===== src/rtl/cpu_clock_ctrl.sv =====
// CPU clock generator: free-running divided clock or one debounced single-step period per press.
// Define CYCLE_COUNTER_EN to build the issued-cycle counter; otherwise cycle_cnt is tied to zero.
module cpu_clock_ctrl #(
   parameter int unsigned DIV_N = 32'd10000000,
   parameter int unsigned DEB_N = 32'd1000000
) (
   input  logic        clk_in,
   input  logic        reset,
   input  logic        run,
   input  logic        btn_step,
   output logic        cpu_clk,
   output logic        busy,
   output logic [31:0] cycle_cnt
);

   localparam logic [31:0] DIV_LAST = 32'(DIV_N);
   localparam logic [31:0] DEB_LAST = 32'(DEB_N - 32'd1);

   typedef enum logic [2:0] {
      IDLE    = 3'd0,
      RUN_HI  = 3'd1,
      RUN_LO  = 3'd2,
      STEP_HI = 3'd3,
      STEP_LO = 3'd4
   } state_t;

   logic        run_meta_r;
   logic        run_sync_r;
   logic        btn_meta_r;
   logic        btn_sync_r;
   logic [31:0] deb_cnt_r;
   logic        btn_db_r;
   logic        btn_db_d_r;
   logic        step_req_s;
   logic [31:0] div_cnt_r;
   logic        div_done_s;
   state_t      state_r;
   logic        cpu_clk_r;
   logic        busy_r;

   // Two-flop synchronisers for the switch and the raw button
   always_ff @(posedge clk_in or posedge reset) begin
      if (reset) begin
         run_meta_r <= 1'b0;
         run_sync_r <= 1'b0;
         btn_meta_r <= 1'b0;
         btn_sync_r <= 1'b0;
      end else begin
         run_meta_r <= run;
         run_sync_r <= run_meta_r;
         btn_meta_r <= btn_step;
         btn_sync_r <= btn_meta_r;
      end
   end

   // Debounce filter: a new level is accepted only after DEB_N stable cycles
   always_ff @(posedge clk_in or posedge reset) begin
      if (reset) begin
         deb_cnt_r  <= 32'd0;
         btn_db_r   <= 1'b0;
         btn_db_d_r <= 1'b0;
      end else begin
         btn_db_d_r <= btn_db_r;
         if (btn_sync_r == btn_db_r) begin
            deb_cnt_r <= 32'd0;
         end else if (deb_cnt_r == DEB_LAST) begin
            btn_db_r  <= btn_sync_r;
            deb_cnt_r <= 32'd0;
         end else begin
            deb_cnt_r <= deb_cnt_r + 32'd1;
         end
      end
   end

   assign step_req_s = btn_db_r & ~btn_db_d_r;
   assign div_done_s = (div_cnt_r == DIV_LAST);

   // Phase FSM; cpu_clk and busy are loaded on the same edge as the next state
   always_ff @(posedge clk_in or posedge reset) begin
      if (reset) begin
         state_r   <= IDLE;
         div_cnt_r <= 32'd0;
         cpu_clk_r <= 1'b0;
         busy_r    <= 1'b0;
      end else begin
         case (state_r)
            IDLE: begin
               div_cnt_r <= 32'd0;
               if (run_sync_r) begin
                  state_r   <= RUN_HI;
                  cpu_clk_r <= 1'b1;
                  busy_r    <= 1'b1;
               end else if (step_req_s) begin
                  state_r   <= STEP_HI;
                  cpu_clk_r <= 1'b1;
                  busy_r    <= 1'b1;
               end else begin
                  state_r   <= IDLE;
                  cpu_clk_r <= 1'b0;
                  busy_r    <= 1'b0;
               end
            end
            RUN_HI: begin
               busy_r <= 1'b1;
               if (div_done_s) begin
                  state_r   <= RUN_LO;
                  div_cnt_r <= 32'd0;
                  cpu_clk_r <= 1'b0;
               end else begin
                  div_cnt_r <= div_cnt_r + 32'd1;
                  cpu_clk_r <= 1'b1;
               end
            end
            RUN_LO: begin
               if (!div_done_s) begin
                  div_cnt_r <= div_cnt_r + 32'd1;
                  cpu_clk_r <= 1'b0;
                  busy_r    <= 1'b1;
               end else if (run_sync_r) begin
                  state_r   <= RUN_HI;
                  div_cnt_r <= 32'd0;
                  cpu_clk_r <= 1'b1;
                  busy_r    <= 1'b1;
               end else begin
                  state_r   <= IDLE;
                  div_cnt_r <= 32'd0;
                  cpu_clk_r <= 1'b0;
                  busy_r    <= 1'b0;
               end
            end
            STEP_HI: begin
               busy_r <= 1'b1;
               if (div_done_s) begin
                  state_r   <= STEP_LO;
                  div_cnt_r <= 32'd0;
                  cpu_clk_r <= 1'b0;
               end else begin
                  div_cnt_r <= div_cnt_r + 32'd1;
                  cpu_clk_r <= 1'b1;
               end
            end
            STEP_LO: begin
               cpu_clk_r <= 1'b0;
               if (div_done_s) begin
                  state_r   <= IDLE;
                  div_cnt_r <= 32'd0;
                  busy_r    <= 1'b0;
               end else begin
                  div_cnt_r <= div_cnt_r + 32'd1;
                  busy_r    <= 1'b1;
               end
            end
            default: begin
               state_r   <= IDLE;
               div_cnt_r <= 32'd0;
               cpu_clk_r <= 1'b0;
               busy_r    <= 1'b0;
            end
         endcase
      end
   end

   assign cpu_clk = cpu_clk_r;
   assign busy    = busy_r;

`ifdef CYCLE_COUNTER_EN
   logic [31:0] cycle_cnt_r;
   logic        hi_entry_s;

   // Flags the edges on which the FSM enters a HI phase
   always_comb begin
      hi_entry_s = 1'b0;
      case (state_r)
         IDLE:    hi_entry_s = run_sync_r | step_req_s;
         RUN_LO:  hi_entry_s = div_done_s & run_sync_r;
         default: hi_entry_s = 1'b0;
      endcase
   end

   // Issued-cycle counter, wraps at 32 bits
   always_ff @(posedge clk_in or posedge reset) begin
      if (reset) begin
         cycle_cnt_r <= 32'd0;
      end else if (hi_entry_s) begin
         cycle_cnt_r <= cycle_cnt_r + 32'd1;
      end
   end

   assign cycle_cnt = cycle_cnt_r;
`else
   assign cycle_cnt = 32'h0;
`endif

endmodule

===== config.mk =====
export PLATFORM = sky130hd
export DESIGN_NAME = cpu_clock_ctrl
export DESIGN_NICKNAME = d
export VERILOG_FILES = /design/src/rtl/cpu_clock_ctrl.sv
export SDC_FILE = /design/constraint.sdc
export NUM_CORES = 1
export LEC_CHECK = 0
export CORE_ASPECT_RATIO = 0.75
export CORE_MARGIN = 8
export CORE_UTILIZATION = 30
export CTS_BUF_LIST = sky130_fd_sc_hd__clkbuf_4 sky130_fd_sc_hd__clkbuf_8 sky130_fd_sc_hd__clkbuf_16
export DETAILED_ROUTE_END_ITERATION = 7
export PLACE_DENSITY = 0.55
export SETUP_SLACK_MARGIN = 0.1
export SLEW_MARGIN = 20
export SYNTH_ARGS = -nofsm -noshare
export SYNTH_HDL_FRONTEND = slang
export SYNTH_SLANG_ARGS = --single-unit

===== constraint.sdc =====
create_clock -name clk_in -period 2.1 [get_ports clk_in]
set_input_delay 0.21 -clock clk_in [delete_from_list [all_inputs] [get_ports clk_in]]
set_output_delay 0.21 -clock clk_in [all_outputs]
set_load 0.01 [all_outputs]

* Word-level counts from Yosys, hierarchy flattened
Index checks and enable logic that the tools add are counted. Widths: inputs -> output; s select.
Storage, ports and cells: flip-flop bits (word level) 75, bits of input ports 4
Cells by class: reductions and logical operators 5, equality and inequality tests 11, multiplexer cells 20, bitwise operators 3, add/subtract/negate cells 2
Operators with widths (count):
- $mux 32 | 4
- $add 32x1->32 const B | 2
- $eq 32x20->1 const B | 1
- $eq 32x24->1 const B | 1
- $pmux 3 s5 | 1
- $mux 3 | 4
- $ne 2x2->1 const B | 4
- $mux 1 | 7
- $eq 3x2->1 const B | 2
- $mux 2 | 2
- $pmux 1 s4 | 1
- $reduce_and 4->1 | 1
- $reduce_or 4->1 | 1
- $eq 3x1->1 const B | 1
- $eq 3x3->1 const B | 1
- $logic_not 3->1 | 1
- $pmux 1 s3 | 1
- $not 1->1 | 2
- $reduce_and 2->1 | 1
- $reduce_or 2->1 | 1
- $and 1x1->1 | 1
- $eq 1x1->1 | 1

* Logic depth before layout (Yosys ltp)
depth in word-level cells 5, depth in mapped cells 7, gate-level depth less buffers 6

* Worst setup path after synthesis
OpenSTA, ideal clock, no wires.
path type register to register, start point register div_cnt_r[0], end point register div_cnt_r[16], stages on the path, launching flop included 8, buffers on the path 2, clock period less this slack 1.981 ns, data required time 2.022 ns, path slack 0.119 ns, library setup time 0.078 ns, data arrival time 1.903 ns, cells stage by stage dfrtp_1 > ha_1 > nand4_1 > or3_1 > clkbuf_1 > clkbuf_1 > or3_1 > a21oi_1
Between the ends: cells in the longest elaborated chain, start to end 3
Ends and longest elaborated chain:
- start, declared | RTL line 35 | logic [31:0] div_cnt_r;
- start signal, assigned | RTL line 110 | div_cnt_r <= div_cnt_r + 32'd1;
- start signal, assigned | RTL line 116 | div_cnt_r <= div_cnt_r + 32'd1;
- start signal, assigned | RTL line 138 | div_cnt_r <= div_cnt_r + 32'd1;
- $add 32x1->32 or $eq 32x24->1 (tied branches)
- $mux 32 * | RTL line 115 | if (!div_done_s) begin
- $mux 32 *
Every way passes the cells marked *; elsewhere a longest branch is shown, timed or not. A chain may end at the register's enable or synchronous reset.

* Final worst setup path
start point register div_cnt_r[7], end point register div_cnt_r[25]
The elaborated chain is that of the path after synthesis.

==> qor.log <==
INFO  run_status     outcome=complete, no violations
INFO  clock_network  clk_pin_slew_worst_paths=60ps
INFO  timing         max_slew_vio_count=0
INFO  synthesis      synthArstFlopShare=1.00
INFO  worst_setup_path timing_worst_setup_path_type=reg -> reg
INFO  synthesis      syn_avg_cell_area=9.31um^2
INFO  route          totalWireLength=9390um
INFO  synthesis      synthDominantAreaCellType=sky130_fd_sc_hd__dfrtp_1
INFO  timing         grt_setup_unrepaired=yes
INFO  floorplanning  io_pins=38
INFO  synthesis      synth.yosys.warnings=0
INFO  worst_setup_path r2r_cells=5
INFO  floorplanning  coreArea=13600um^2
INFO  clock_network  tritoncts=done
INFO  cells_and_area num-fill-cells=1370
INFO  synthesis      synth_area=4130um^2
INFO  floorplanning  die_w=152um
INFO  power_and_ir_drop finalPower=3480uW
INFO  timing         final_total_negative_setup_slack=0ps
INFO  global_route   grt_first_pass_wirelength=15800um
INFO  global_route   first_global_vias=3166
INFO  route          drt_pass1_iterations=4
INFO  route          route.detailed.vias_per_inst=5.09
INFO  floorplanning  floorplan.rows=37
INFO  timing         slew_headroom=0.600
INFO  worst_setup_path reg2reg_from=div_cnt_r[7]
INFO  timing         hold_violations=0
INFO  worst_setup_path cp.arrival=2230ps
INFO  timing         fin_worst_skew=4.91ps
INFO  cells_and_area post_route_cells_drive_above_1_share=0.173
INFO  route          antenna_violating_nets_post_route=0
INFO  synthesis      synthMostInstantiatedCell=sky130_fd_sc_hd__dfrtp_1
INFO  synthesis      synth_ff_type=sky130_fd_sc_hd__dfrtp_1
INFO  cells_and_area num_antenna_cells=0
INFO  hold_path      holdCritPathClass=in -> async
INFO  timing         worst_slew_pin_slew=598ps
INFO  timing         final.period_utilization=0.935
INFO  cells_and_area final-seq-area=1880um^2
INFO  floorplanning  start_util=0.304
INFO  synthesis      synth.area.top_cells=sky130_fd_sc_hd__dfrtp_1 45%, sky130_fd_sc_hd__buf_4 5.8%, sky130_fd_sc_hd__or4_1 5.3%
INFO  placed_design  place_congestion=0.835
INFO  clock_network  cts_max_path_buffers=2
INFO  clock_network  clock_latency_of_the_later_clocked_register_in_the_worst_skew_pair=330ps
INFO  floorplanning  die_y=118um
INFO  synthesis      synth_edf_count=0
INFO  worst_setup_path worstSetupStartpointType=register
INFO  synthesis      ys_types=41
INFO  worst_setup_path reg2reg_setup_slack=140ps
INFO  clock_network  cts.sink_count=75
INFO  worst_setup_path worst_r2r_endpoint=div_cnt_r[25]
INFO  route          routed-via-count=3388
INFO  cells_and_area nets=493
INFO  synthesis      synthesis.instances=444
INFO  placed_design  io_buffer_count=5
INFO  cells_and_area p_r_area_growth_vs_syn=19.7%
INFO  power_and_ir_drop ir_drop=422uV
INFO  route          drt-initial-drc-count=238
INFO  clock_network  clk_root_buffer_cell=sky130_fd_sc_hd__clkbuf_16
INFO  timing         period_minus_slack=1960ps
INFO  synthesis      synth_largest_type_area_fraction=0.454
INFO  timing         timing.fmax=509MHz
INFO  floorplanning  die_area=17800um^2
INFO  synthesis      ys_seq_elements=75
INFO  global_route   grt_antenna_before_repair=0
INFO  cells_and_area multi_input_comb_area=2040um^2
INFO  worst_setup_path cp_max_fo=18
INFO  flow_run       cap_viol_max_count=0
INFO  synthesis      synth.cells.most_frequent=75 x sky130_fd_sc_hd__dfrtp_1, 35 x sky130_fd_sc_hd__a21oi_1, 35 x sky130_fd_sc_hd__nor2_1
INFO  worst_setup_path crit_required=2360ps
INFO  global_route   grt_start_max_net_pins=33
INFO  clock_network  htree_num_levels=3
INFO  route          route.detailed.wl_per_inst=14.1um
INFO  clock_network  numCtsBuffers=9
INFO  synthesis      sequential_area_share_after_synthesis=0.454
INFO  placed_design  place_hpwl=6460um
INFO  worst_setup_path critical_path.endpoint_type=register
INFO  power_and_ir_drop power.static_leakage=0.00196uW
INFO  power_and_ir_drop power_density=703nW/um^2
INFO  global_route   groute.usage.overall=0.108
INFO  route          detail_route.drc_violations=0
INFO  global_route   globalRouteOverflowTotal=0
INFO  timing         setup_viol_count_final=0
==> worst max-delay path, stage by stage (launching register included) <==
cell and delay, ps:
sky130_fd_sc_hd__dfrtp_2 420, sky130_fd_sc_hd__nand4_4 130, sky130_fd_sc_hd__or4_4 530, sky130_fd_sc_hd__buf_6 170, sky130_fd_sc_hd__or4_1 500, sky130_fd_sc_hd__a21oi_2 140
==> per-stage QoR <==
stage | utilization | setup WS (ps) | instances | hold WS, ps | cell area (um^2)
finish | 0.363 | 136 | 665 | 310 | 4950
global placement | 0.330 | 49.9 | 632 | 362 | 4490
detailed placement | 0.330 | 29.6 | 632 | 354 | 4490
global route | 0.363 | 81.3 | 665 | 306 | 4950
floorplan | - | 119 | 475 | 241 | 4250
CTS | 0.351 | 97.1 | 647 | 309 | 4780
==> final cells by class <==
cell class                      count  share of cell area
Sequential cell                    75               0.381
Clock inverter                      3             0.00303
Inverter                           16              0.0129
Multi-Input combinational cell    330               0.412
Clock buffer                       12              0.0513
Timing Repair Buffer               54              0.0961
Tap cell                          175              0.0443
==> timing repair <==
item	CTS	global route
endpoints found under the setup margin	16	17
pin swaps	0	10
hold buffers	0	0
setup buffers	0	18
resized for setup	5	12
==> power breakdown <==
group	leakage [uW]	internal [uW]	switching, uW	total, uW
logic	0.000821	214	256	470
registers	0.000998	1520	68.9	1590
clock network	0.000139	846	570	1420
==> layout by cell type, fill, tap and decap left out, types with 3 or more instances in the layout <==
cell,count
sky130_fd_sc_hd__buf_12,4
sky130_fd_sc_hd__or3_1,12
sky130_fd_sc_hd__conb_1,32
sky130_fd_sc_hd__o31ai_1,23
sky130_fd_sc_hd__dfrtp_2,5
sky130_fd_sc_hd__nor3_1,9
sky130_fd_sc_hd__or4_1,23
sky130_fd_sc_hd__clkinv_2,3
sky130_fd_sc_hd__inv_1,15
sky130_fd_sc_hd__nand2_1,23
sky130_fd_sc_hd__clkdlybuf4s50_1,5
sky130_fd_sc_hd__xnor2_1,17
sky130_fd_sc_hd__xor2_1,10
sky130_fd_sc_hd__and4_1,9
sky130_fd_sc_hd__nor2_1,35
sky130_fd_sc_hd__buf_4,43
sky130_fd_sc_hd__a21oi_1,33
sky130_fd_sc_hd__clkbuf_16,9
sky130_fd_sc_hd__or4_4,6
sky130_fd_sc_hd__o21ai_0,10
sky130_fd_sc_hd__dfrtp_1,70
sky130_fd_sc_hd__nand4_1,20
sky130_fd_sc_hd__and3_1,3
sky130_fd_sc_hd__nor4_1,11
sky130_fd_sc_hd__nand3_1,23
sky130_fd_sc_hd__nor4b_1,5
==> flip-flops by register name (all words and copies together) (netlist names) <==
signal	flops
run_sync_r	1
cpu_clk	1
busy	1
btn_db_r	1
run_meta_r	1
btn_meta_r	1
state_r	3
btn_db_d_r	1
div_cnt_r	32
deb_cnt_r	32
btn_sync_r	1
==> layer usage <==
layer,track usage,wire (um),vias up
li1,-,-,1661
met1,0.162,4880,1649
met2,0.147,3970,70
met3,0.0250,439,8
met4,0.0336,99,0
met5,0,0,-
==> logic make-up (layout without fill, tap and decap cells) <==
logic type | after synthesis | after routing | synth area share
fa+ha+maj | 3 | 3 | 0.00908
other cells | 1 | 32 | 0.000907
compound gates | 77 | 77 | 0.113
buf+inv | 70 | 85 | 0.0945
flops | 75 | 75 | 0.454
xor+xnor | 27 | 27 | 0.0572
mux | 2 | 2 | 0.00515
simple gates | 189 | 189 | 0.266
==> worst max-delay path by stage <==
| stage | cells past startpoint | slack, ps | endpoint | startpoint |
|---|---|---|---|---|
| 6_report | 5 | 140 | div_cnt_r[25] | div_cnt_r[7] |
| 5_1_grt | 5 | 80 | div_cnt_r[25] | div_cnt_r[8] |
| 4_1_cts | 5 | 100 | deb_cnt_r[19] | deb_cnt_r[8] |
| 3_5_place_dp | 5 | 30 | deb_cnt_r[19] | deb_cnt_r[8] |
| 3_3_place_gp | 5 | 50 | deb_cnt_r[17] | deb_cnt_r[8] |
| 2_1_floorplan | 7 | 120 | div_cnt_r[16] | div_cnt_r[0] |
Note: power is estimated with default switching activity, not from simulation.
